File: src/rtl/imm_encoder_if.sv
// Request/response bundle for imm_encoder: immediate-encode request in,
// registered instruction word and error flags out.
interface imm_encoder_if;
  logic        in_valid;
  logic        in_ready;
  logic [2:0]  ImmSel;
  logic [31:0] imm_in;
  logic [31:0] base_inst;
  logic        out_valid;
  logic        out_ready;
  logic [31:0] inst_out;
  logic        err_range;
  logic        err_align;

  modport master (
    output in_valid, ImmSel, imm_in, base_inst, out_ready,
    input  in_ready, out_valid, inst_out, err_range, err_align
  );

  modport slave (
    input  in_valid, ImmSel, imm_in, base_inst, out_ready,
    output in_ready, out_valid, inst_out, err_range, err_align
  );
endinterface

File: src/rtl/imm_encoder.sv
// Scatters an immediate into a RISC-V template instruction (U/I/S/B/J).
// Define IMM_ENCODER_SPLIT_EN to split out-of-range ADDI into LUI + ADDI.
//
// state    | meaning
// IDLE     | no word held, ready for a request
// HOLD     | one encoded word presented on the output
// SPLIT_HI | LUI half of a split ADDI presented, ADDI half pending
// SPLIT_LO | ADDI half of a split presented
module imm_encoder (
  input  logic         clk,
  input  logic         rst_n,
  imm_encoder_if.slave bus
);

  typedef enum logic [1:0] {
    IDLE     = 2'd0,
    HOLD     = 2'd1
`ifdef IMM_ENCODER_SPLIT_EN
    ,
    SPLIT_HI = 2'd2,
    SPLIT_LO = 2'd3
`endif
  } state_t;

  state_t      state_q, state_d;
  logic [31:0] inst_q, inst_d;
  logic        err_r_q, err_r_d;
  logic        err_a_q, err_a_d;
  logic [31:0] enc;
  logic        enc_err_r;
  logic        enc_err_a;
  logic        rdy;
  logic        accept;

  wire [31:0] imm  = bus.imm_in;
  wire [31:0] base = bus.base_inst;

  // Field assignment over the template both clears and fills the immediate bits.
  always_comb begin
    enc       = base;
    enc_err_r = 1'b0;
    enc_err_a = 1'b0;
    case (bus.ImmSel)
      3'b000: begin
        enc[31:12] = imm[31:12];
        enc_err_r  = |imm[11:0];
      end
      3'b001: begin
        enc[31:20] = imm[11:0];
        enc_err_r  = !((&imm[31:11]) || !(|imm[31:11]));
      end
      3'b010: begin
        enc[31:25] = imm[11:5];
        enc[11:7]  = imm[4:0];
        enc_err_r  = !((&imm[31:11]) || !(|imm[31:11]));
      end
      3'b011: begin
        enc[31:25] = {imm[12], imm[10:5]};
        enc[11:7]  = {imm[4:1], imm[11]};
        enc_err_r  = !((&imm[31:12]) || !(|imm[31:12]));
        enc_err_a  = imm[0];
      end
      3'b100: begin
        enc[31:12] = {imm[20], imm[10:1], imm[11], imm[19:12]};
        enc_err_r  = !((&imm[31:20]) || !(|imm[31:20]));
        enc_err_a  = imm[0];
      end
      default: begin
        enc       = base;
        enc_err_r = 1'b1;
      end
    endcase
  end

`ifdef IMM_ENCODER_SPLIT_EN
  logic [31:0] lo_q, lo_d;
  logic [31:0] hi_sum;
  logic [31:0] lui_word;
  logic [31:0] addi_word;
  logic        do_split;

  // Rounding by 0x800 compensates for the sign extension of the low 12 bits.
  assign hi_sum    = imm + 32'h0000_0800;
  assign lui_word  = {hi_sum[31:12], base[11:7], 7'b0110111};
  assign addi_word = {imm[11:0], base[11:7], base[14:12], base[11:7], base[6:0]};
  assign do_split  = (bus.ImmSel == 3'b001) && enc_err_r &&
                     (base[6:0] == 7'b0010011) && (base[14:12] == 3'b000);
`endif

  always_comb begin
    state_d = state_q;
    inst_d  = inst_q;
    err_r_d = err_r_q;
    err_a_d = err_a_q;
    rdy     = 1'b0;
`ifdef IMM_ENCODER_SPLIT_EN
    lo_d    = lo_q;
`endif
    case (state_q)
      IDLE:     rdy = 1'b1;
      HOLD:     rdy = bus.out_ready;
`ifdef IMM_ENCODER_SPLIT_EN
      SPLIT_HI: rdy = 1'b0;
      SPLIT_LO: rdy = bus.out_ready;
`endif
      default:  rdy = 1'b0;
    endcase
    accept = bus.in_valid && rdy;

    if (accept) begin
      state_d = HOLD;
      inst_d  = enc;
      err_r_d = enc_err_r;
      err_a_d = enc_err_a;
`ifdef IMM_ENCODER_SPLIT_EN
      if (do_split) begin
        state_d = SPLIT_HI;
        inst_d  = lui_word;
        err_r_d = 1'b0;
        err_a_d = 1'b0;
        lo_d    = addi_word;
      end
`endif
    end else begin
      case (state_q)
        HOLD:     if (bus.out_ready) state_d = IDLE;
`ifdef IMM_ENCODER_SPLIT_EN
        SPLIT_HI: if (bus.out_ready) begin
          state_d = SPLIT_LO;
          inst_d  = lo_q;
          err_r_d = 1'b0;
          err_a_d = 1'b0;
        end
        SPLIT_LO: if (bus.out_ready) state_d = IDLE;
`endif
        IDLE:     state_d = IDLE;
        default:  state_d = IDLE;
      endcase
    end
  end

  always_ff @(posedge clk or negedge rst_n) begin
    if (!rst_n) begin
      state_q <= IDLE;
      inst_q  <= 32'h0;
      err_r_q <= 1'b0;
      err_a_q <= 1'b0;
    end else begin
      state_q <= state_d;
      inst_q  <= inst_d;
      err_r_q <= err_r_d;
      err_a_q <= err_a_d;
    end
  end

`ifdef IMM_ENCODER_SPLIT_EN
  always_ff @(posedge clk or negedge rst_n) begin
    if (!rst_n) lo_q <= 32'h0;
    else        lo_q <= lo_d;
  end
`endif

  assign bus.in_ready  = rdy;
  assign bus.out_valid = (state_q != IDLE);
  assign bus.inst_out  = inst_q;
  assign bus.err_range = err_r_q;
  assign bus.err_align = err_a_q;

endmodule

File: src/flat_wrapper.sv
// flat-port wrapper written by rule: the top's interface ports become plain ports
module imm_encoder_flat 
  (clk, rst_n, bus_in_valid, bus_ImmSel, bus_imm_in, bus_base_inst, bus_out_ready, bus_in_ready, bus_out_valid, bus_inst_out, bus_err_range, bus_err_align);
  imm_encoder_if bus_i ();
  input  logic clk;
  input  logic rst_n;
  input wire logic [$bits(bus_i.in_valid)-1:0] bus_in_valid;
  input wire logic [$bits(bus_i.ImmSel)-1:0] bus_ImmSel;
  input wire logic [$bits(bus_i.imm_in)-1:0] bus_imm_in;
  input wire logic [$bits(bus_i.base_inst)-1:0] bus_base_inst;
  input wire logic [$bits(bus_i.out_ready)-1:0] bus_out_ready;
  output wire logic [$bits(bus_i.in_ready)-1:0] bus_in_ready;
  output wire logic [$bits(bus_i.out_valid)-1:0] bus_out_valid;
  output wire logic [$bits(bus_i.inst_out)-1:0] bus_inst_out;
  output wire logic [$bits(bus_i.err_range)-1:0] bus_err_range;
  output wire logic [$bits(bus_i.err_align)-1:0] bus_err_align;
  assign bus_i.in_valid = bus_in_valid;
  assign bus_i.ImmSel = bus_ImmSel;
  assign bus_i.imm_in = bus_imm_in;
  assign bus_i.base_inst = bus_base_inst;
  assign bus_i.out_ready = bus_out_ready;
  assign bus_in_ready = bus_i.in_ready;
  assign bus_out_valid = bus_i.out_valid;
  assign bus_inst_out = bus_i.inst_out;
  assign bus_err_range = bus_i.err_range;
  assign bus_err_align = bus_i.err_align;
  imm_encoder u_core (.clk(clk), .rst_n(rst_n), .bus(bus_i));
endmodule
File: config.mk
export PLATFORM = sky130hd
export DESIGN_NAME = imm_encoder_flat
export DESIGN_NICKNAME = d
export VERILOG_FILES = /design/src/rtl/imm_encoder_if.sv /design/src/rtl/imm_encoder.sv /design/src/flat_wrapper.sv
export SDC_FILE = /design/constraint.sdc
export NUM_CORES = 1
export LEC_CHECK = 0
export ABC_AREA = 1
export BUFFER_PORTS_ARGS = -buffer_cell sky130_fd_sc_hd__buf_2
export CAP_MARGIN = 40
export CORE_MARGIN = 4
export CORE_UTILIZATION = 49
export DETAILED_ROUTE_END_ITERATION = 7
export PLACE_DENSITY_LB_ADDON = 0.25
export SYNTH_ARGS = -nofsm -noshare
export SYNTH_HDL_FRONTEND = slang
export SYNTH_SLANG_ARGS = --single-unit
File: constraint.sdc
create_clock -name clk -period 3.5 [get_ports clk]
set_input_delay 0.175 -clock clk [delete_from_list [all_inputs] [get_ports clk]]
set_output_delay 0.175 -clock clk [all_outputs]
set_load 0.01 [all_outputs]
After elaboration in Yosys (flattened, before gate mapping)
Index checks and enable logic that the tools add are counted.
{"block": "classes", "eq_ne": 6, "reduce_logical": 23, "mux": 10}
{"cell": "one-hot mux 7 bit (4 select lines)", "count": 1}
{"cell": "OR reduction 12 bit", "count": 2}
{"cell": "AND reduction 21 bit", "count": 1}
{"cell": "OR reduction 21 bit", "count": 1}
{"cell": "AND reduction 20 bit", "count": 1}
{"cell": "OR reduction 20 bit", "count": 1}
{"cell": "one-hot mux 5 bit (3 select lines)", "count": 1}
{"cell": "AND reduction 12 bit", "count": 1}
{"cell": "one-hot mux 5 bit (2 select lines)", "count": 1}
{"cell": "two-way mux 8 bit", "count": 1}
{"cell": "equality test 3 x 2 -> 1 bit, second input constant", "count": 2}
{"cell": "zero test 1 bit", "count": 6}
{"cell": "two-way mux 2 bit", "count": 3}
{"cell": "OR reduction 2 bit", "count": 3}
{"cell": "one-hot mux 1 bit (4 select lines)", "count": 1}
{"cell": "equality test 3 x 1 -> 1 bit, second input constant", "count": 1}
{"cell": "equality test 3 bit, second input constant", "count": 1}
{"cell": "zero test 3 bit", "count": 1}
{"cell": "logical OR 1 bit", "count": 3}
{"cell": "!= test 3 x 2 -> 1 bit, second input constant", "count": 1}
{"cell": "equality test 2 x 1 -> 1 bit, second input constant", "count": 1}
{"cell": "zero test 2 bit", "count": 1}
{"cell": "one-hot mux 1 bit (2 select lines)", "count": 1}
{"cell": "nonzero test 2 bit", "count": 1}
{"cell": "2 further kinds", "count": 2}
{"block": "word_totals", "word_cells": 43, "reg_bits": 36, "output_inout_bits": 36, "in_bits": 71}

Depth between registers and ports, before layout
{"block": "depth", "word_depth": 5, "ltp_mapped": 11, "depth_no_buf": 11}

Worst setup path before layout
Ideal clock, no wire load.
{"block": "synth_timing", "path_kind": "reg-to-reg", "startpoint": "register u_core.state_q[0]", "endpoint": "register u_core.inst_q[20] (netlist: u_core.bus.inst_out[20])", "synth_period_minus_slack_ps": 1299, "t_arrival_ps": 1221, "stages_incl_launch_ff": 8, "setup_slack_ps": 2201, "setup_ps": 77, "n_path_buf": 2, "t_required_ps": 3423, "cell_sequence": "dfrtp_1 > nand2_1 > nand2_1 > inv_1 > buf_2 > buf_2 > nor2_1 > a21oi_1"}
{"block": "synth_between", "elab_chain_len": 3, "word_cells_on_any_way": 4, "cone_classes": "eq/ne: 1; mux: 1; reduce/logical: 2"}
{"element": "from (decl)", "line_no": "imm_encoder.sv:25", "rtl": "state_t state_q, state_d;"}
{"element": "from (signal assigned)", "line_no": "imm_encoder.sv:149", "rtl": "state_q <= state_d;"}
{"element": "equality test 2 x 1 -> 1 bit or zero test 2 bit (tied branches)", "line_no": "imm_encoder.sv:99", "rtl": "case (state_q)"}
{"element": "one-hot mux 1 bit (2 select lines) (*)", "line_no": "imm_encoder.sv:99"}
{"element": "net bus_in_ready", "line_no": "flat_wrapper.sv:12", "rtl": "output wire logic [$bits(bus_i.in_ready)-1:0] bus_in_ready;"}
{"element": "logical AND 1 bit (*)", "line_no": "imm_encoder.sv:108", "rtl": "accept = bus.in_valid && rdy;"}
{"element": "to (signal assigned)", "line_no": "imm_encoder.sv:150", "rtl": "inst_q <= inst_d;"}
{"element": "to (decl)", "line_no": "imm_encoder.sv:26", "rtl": "logic [31:0] inst_q, inst_d;"}
The timed path passes the listed nets; every way through them passes the cells marked *.
A chain may end at the register's enable or synchronous reset.

Worst setup path after layout
{"block": "layout_timing", "startpoint": "register u_core.state_q[0]", "endpoint": "register u_core.inst_q[7] (netlist: u_core.bus.inst_out[7])"}
{"block": "layout_between", "elab_chain_len": 3, "word_cells_on_any_way": 4, "cone_classes": "eq/ne: 1; mux: 1; reduce/logical: 2"}
{"element": "equality test 2 x 1 -> 1 bit or zero test 2 bit (tied branches)", "line_no": "imm_encoder.sv:99"}
{"element": "one-hot mux 1 bit (2 select lines) (*)", "line_no": "imm_encoder.sv:99"}
{"element": "logical AND 1 bit (*)", "line_no": "imm_encoder.sv:108"}
Mark *: on every way between the ends. The rest lies on a longest branch, timed or not.

==> reports/qor.log <==
[cells_and_area] n_diodes 0
[worst_setup_path] WS Path Type flip-flop to flip-flop
[logic_synthesis] most area-consuming cells after synthesis sky130_fd_sc_hd__dfrtp_1, sky130_fd_sc_hd__nand2_1, sky130_fd_sc_hd__nor2_1
[drt] number of detailed-routing iterations run before antenna repair 4
[die] core area 4086 sq um
[clock_network] number of buffers between clock root and the deepest sink 2
[clock_network] TritonCTS clock tree yes
[pwr] leakage power figure 1.457 nW
[pwr] worst supply voltage drop on vdd 236.1 uV
[logic_synthesis] largest family of logic cells by synthesized area simple AND/OR/NAND/NOR gates
[worst_hold_path] worst min-delay path class primary input to flip-flop
[die] # IOs 107
[sta] Post-Route Hold Slack 76.77 ps
[global_route] number of global-route vias before repair 2,177
[logic_synthesis] number of synthesis warnings 0
[pwr] power per standard cell area 424.5 nW/um^2
[drt] average detailed-routed wire length per instance 13.68 microns
[sta] Setup TNS Final 0 ps
[cells_and_area] post-layout instance count excluding filler cells 457
[cells_and_area] area growth from synthesis to final layout 31.99%
[cells_and_area] Final Cell Area 2788 sq um
[drt] number of DRC markers after the initial detailed-route iteration 125
[clock_network] cell at the root of the clock tree sky130_fd_sc_hd__clkbuf_8
[sta] max-slew violations 0
[logic_synthesis] EDFF count, synth 0
[drt] DR vias/cell 5.162
[clock_network] Skew-Pair Late Insertion Delay 290 ps
[die] starting utilization of the core area 0.5168
[die] die width 73.65 microns
[drt] post-detailed-route DRC marker count 0
[global_route] global-route wire length before repair 9784 microns
[die] DIE AREA 5424 sq um
[worst_setup_path] WP data required 3710 ps
[logic_synthesis] most instantiated cells after synthesis sky130_fd_sc_hd__nand2_1, sky130_fd_sc_hd__nor2_1, sky130_fd_sc_hd__dfrtp_1, sky130_fd_sc_hd__a21oi_1, sky130_fd_sc_hd__o21ai_0
[placed_design] post-placement cell count 448
[logic_synthesis] post-synthesis area per instance 7.064 sq um
[sta] Setup Skew 2.888 ps
[sta] time the final worst path needs with I/O delays and setup 1614 ps
[logic_synthesis] Seq cells post-synth 35
[worst_setup_path] nature of the critical path endpoint flip-flop
[cells_and_area] fraction of layout cells with a size suffix above 1 0.3342
[sta] final period utilization 0.4613
[logic_synthesis] cell count after synthesis 299
[sta] final-report setup violation count 0
[logic_synthesis] Post-Synth XOR/XNOR Area 0
[global_route] remaining global-route overflow 0
[logic_synthesis] area share of the largest cell type after synthesis 0.4147
[drt] metal3 WL 718 microns
[clock_network] Clk pin slew, worst setup/hold paths 80 ps
[logic_synthesis] synthesized net count 370
[logic_synthesis] Synth Area in Compound Gates 0.1191
[sta] Max-Slew Margin vs Limit 0.4619
[logic_synthesis] Synth async-reset ratio 1.000
[sta] RSZ-0062 raised after global routing no
[job] count of max-cap constraint violations 0
[clock_network] Inserted Clock Buffers 5
[sta] hold violation count in the final report 0
[drt] Detail Route Antenna Nets 0
[logic_synthesis] post-synthesis cell type with the largest combined area sky130_fd_sc_hd__dfrtp_1
[sta] final worst setup slack 1886 ps
[worst_setup_path] Worst R2R Setup Slack 1890 ps
[sta] Least-Margin Pin Slew 807.1 ps
[clock_network] hold bufs inserted after CTS 1
[drt] drt total wl 6254 microns
[global_route] pin count of the biggest net entering global routing 36
[drt] vias post-DR 2,359
[run_status] result of the run completed
[placed_design] Post-DP Area 2665 sq um
[sta] maximum clock frequency 619.4 MHz
[cells_and_area] post-layout utilization of the core 0.6822
[clock_network] post-CTS setup-driven buffer insertion count 0
[die] Std-Cell Rows 23
[worst_setup_path] critical path launch point type flip-flop
[logic_synthesis] sequential fraction of the synthesis area 0.4147
[worst_setup_path] Critical Path Fanout Max 20
[logic_synthesis] mux contribution to synthesized area 0
[die] die span in y 73.65 microns
[drt] DR WL met2 2971 microns
[cells_and_area] count of nets after finishing 477
[logic_synthesis] most frequently used cell type in the post-synthesis netlist sky130_fd_sc_hd__nand2_1
[global_route] initial antenna violation count 0
[clock_network] H-tree Lvls 2
[logic_synthesis] post-synth design cell area 2112 sq um
[placed_design] post-place setup slack 1887 ps
[global_route] Global Route Usage Sum 0.2331
[logic_synthesis] Simple-Gate Fraction of Synth Area 0.3969
[pwr] overall power consumption 1.183 mW
[logic_synthesis] distinct cell type count after synthesis 30
[placed_design] RePlAce Congestion 0.8546
[clock_network] number of clock sinks 35
[drt] Met1 Wirelength 2545 microns
[worst_setup_path] data arrival time of the worst path 1820 ps
[drt] highest routed layer met4
[logic_synthesis] flip-flop cell with the highest count after synthesis sky130_fd_sc_hd__dfrtp_1
[placed_design] buffers added on ports 106
[placed_design] DP HPWL 4759 microns
[logic_synthesis] area share of fa/ha/maj cells after synthesis 0
[clock_network] number of gates resized after CTS 0
metal layers:
metal,track usage,vias to the layer above
met5,0,-
met4,0.04628,0
met3,0.05746,2
met2,0.3986,116
met1,0.2990,1065
li1,-,1176
power by group:
group / total [mW] / internal [mW] / switching, mW
clock: 0.370 / 0.212 / 0.158
combinational: 0.317 / 0.129 / 0.187
sequential: 0.496 / 0.466 / 0.0309
layout by cell type, fill, tap and decap left out, types with 2 or more instances in the layout:
cell,instances
sky130_fd_sc_hd__clkinv_4,2
sky130_fd_sc_hd__o21ai_1,11
sky130_fd_sc_hd__dfrtp_1,35
sky130_fd_sc_hd__o21ai_0,14
sky130_fd_sc_hd__nor2_1,53
sky130_fd_sc_hd__a41oi_1,2
sky130_fd_sc_hd__nor2_4,2
sky130_fd_sc_hd__nand4_1,6
sky130_fd_sc_hd__nand2_1,102
sky130_fd_sc_hd__a21oi_1,20
sky130_fd_sc_hd__inv_2,6
sky130_fd_sc_hd__nand3_1,12
sky130_fd_sc_hd__nor2_8,3
sky130_fd_sc_hd__nand2_4,2
sky130_fd_sc_hd__buf_2,106
sky130_fd_sc_hd__inv_1,10
sky130_fd_sc_hd__clkbuf_8,5
kinds of logic (layout without fill, tap and decap cells):
| family | after synthesis | after routing |
|---|---|---|
| and+or+nand+nor | 188 | 188 |
| buffers and inverters | 28 | 136 |
| AOI/OAI and AO/OA | 48 | 48 |
| DFF | 35 | 35 |
critical path: stages, from the launching register on:
cell                       delay [ps]
sky130_fd_sc_hd__dfrtp_1          380
sky130_fd_sc_hd__nand2_1          100
sky130_fd_sc_hd__nand2_1           70
sky130_fd_sc_hd__inv_1            460
sky130_fd_sc_hd__buf_8            250
sky130_fd_sc_hd__o221ai_1         120
sky130_fd_sc_hd__o21ai_0          160
sequential cells by signal, indices dropped and copies added (netlist names):
name,cells
u_core.bus.inst_out,32
u_core.bus.err_align,1
u_core.bus.err_range,1
u_core.state_q,1
final timing paths:
kind                       cells after the start                                 from                                  end
max                                            6        u_core.state_q[0]$_DFFE_PN0P_   u_core.bus.inst_out[7]$_DFFE_PN0P_
min                                            3                     bus_base_inst[5]   u_core.bus.inst_out[5]$_DFFE_PN0P_
max reg2reg                                    6        u_core.state_q[0]$_DFFE_PN0P_   u_core.bus.inst_out[7]$_DFFE_PN0P_
min reg2reg                                    2  u_core.bus.inst_out[26]$_DFFE_PN0P_  u_core.bus.inst_out[26]$_DFFE_PN0P_
max in group asynchronous                      2                                rst_n   u_core.bus.inst_out[0]$_DFFE_PN0P_
min in group asynchronous                      2                                rst_n  u_core.bus.inst_out[18]$_DFFE_PN0P_
final cells by class:
| cell class | count | area, sq um |
|---|---|---|
| fillers | 372 | 1299 |
| multi-input cells | 236 | 1090 |
| flip-flops and latches | 35 | 875.8 |
| repair buffers | 109 | 563.0 |
| inverters | 19 | 83.83 |
| clock buffers | 5 | 68.82 |
| well taps | 50 | 62.56 |
| clock inverters | 3 | 43.79 |
(Power assumes the default switching activity.)
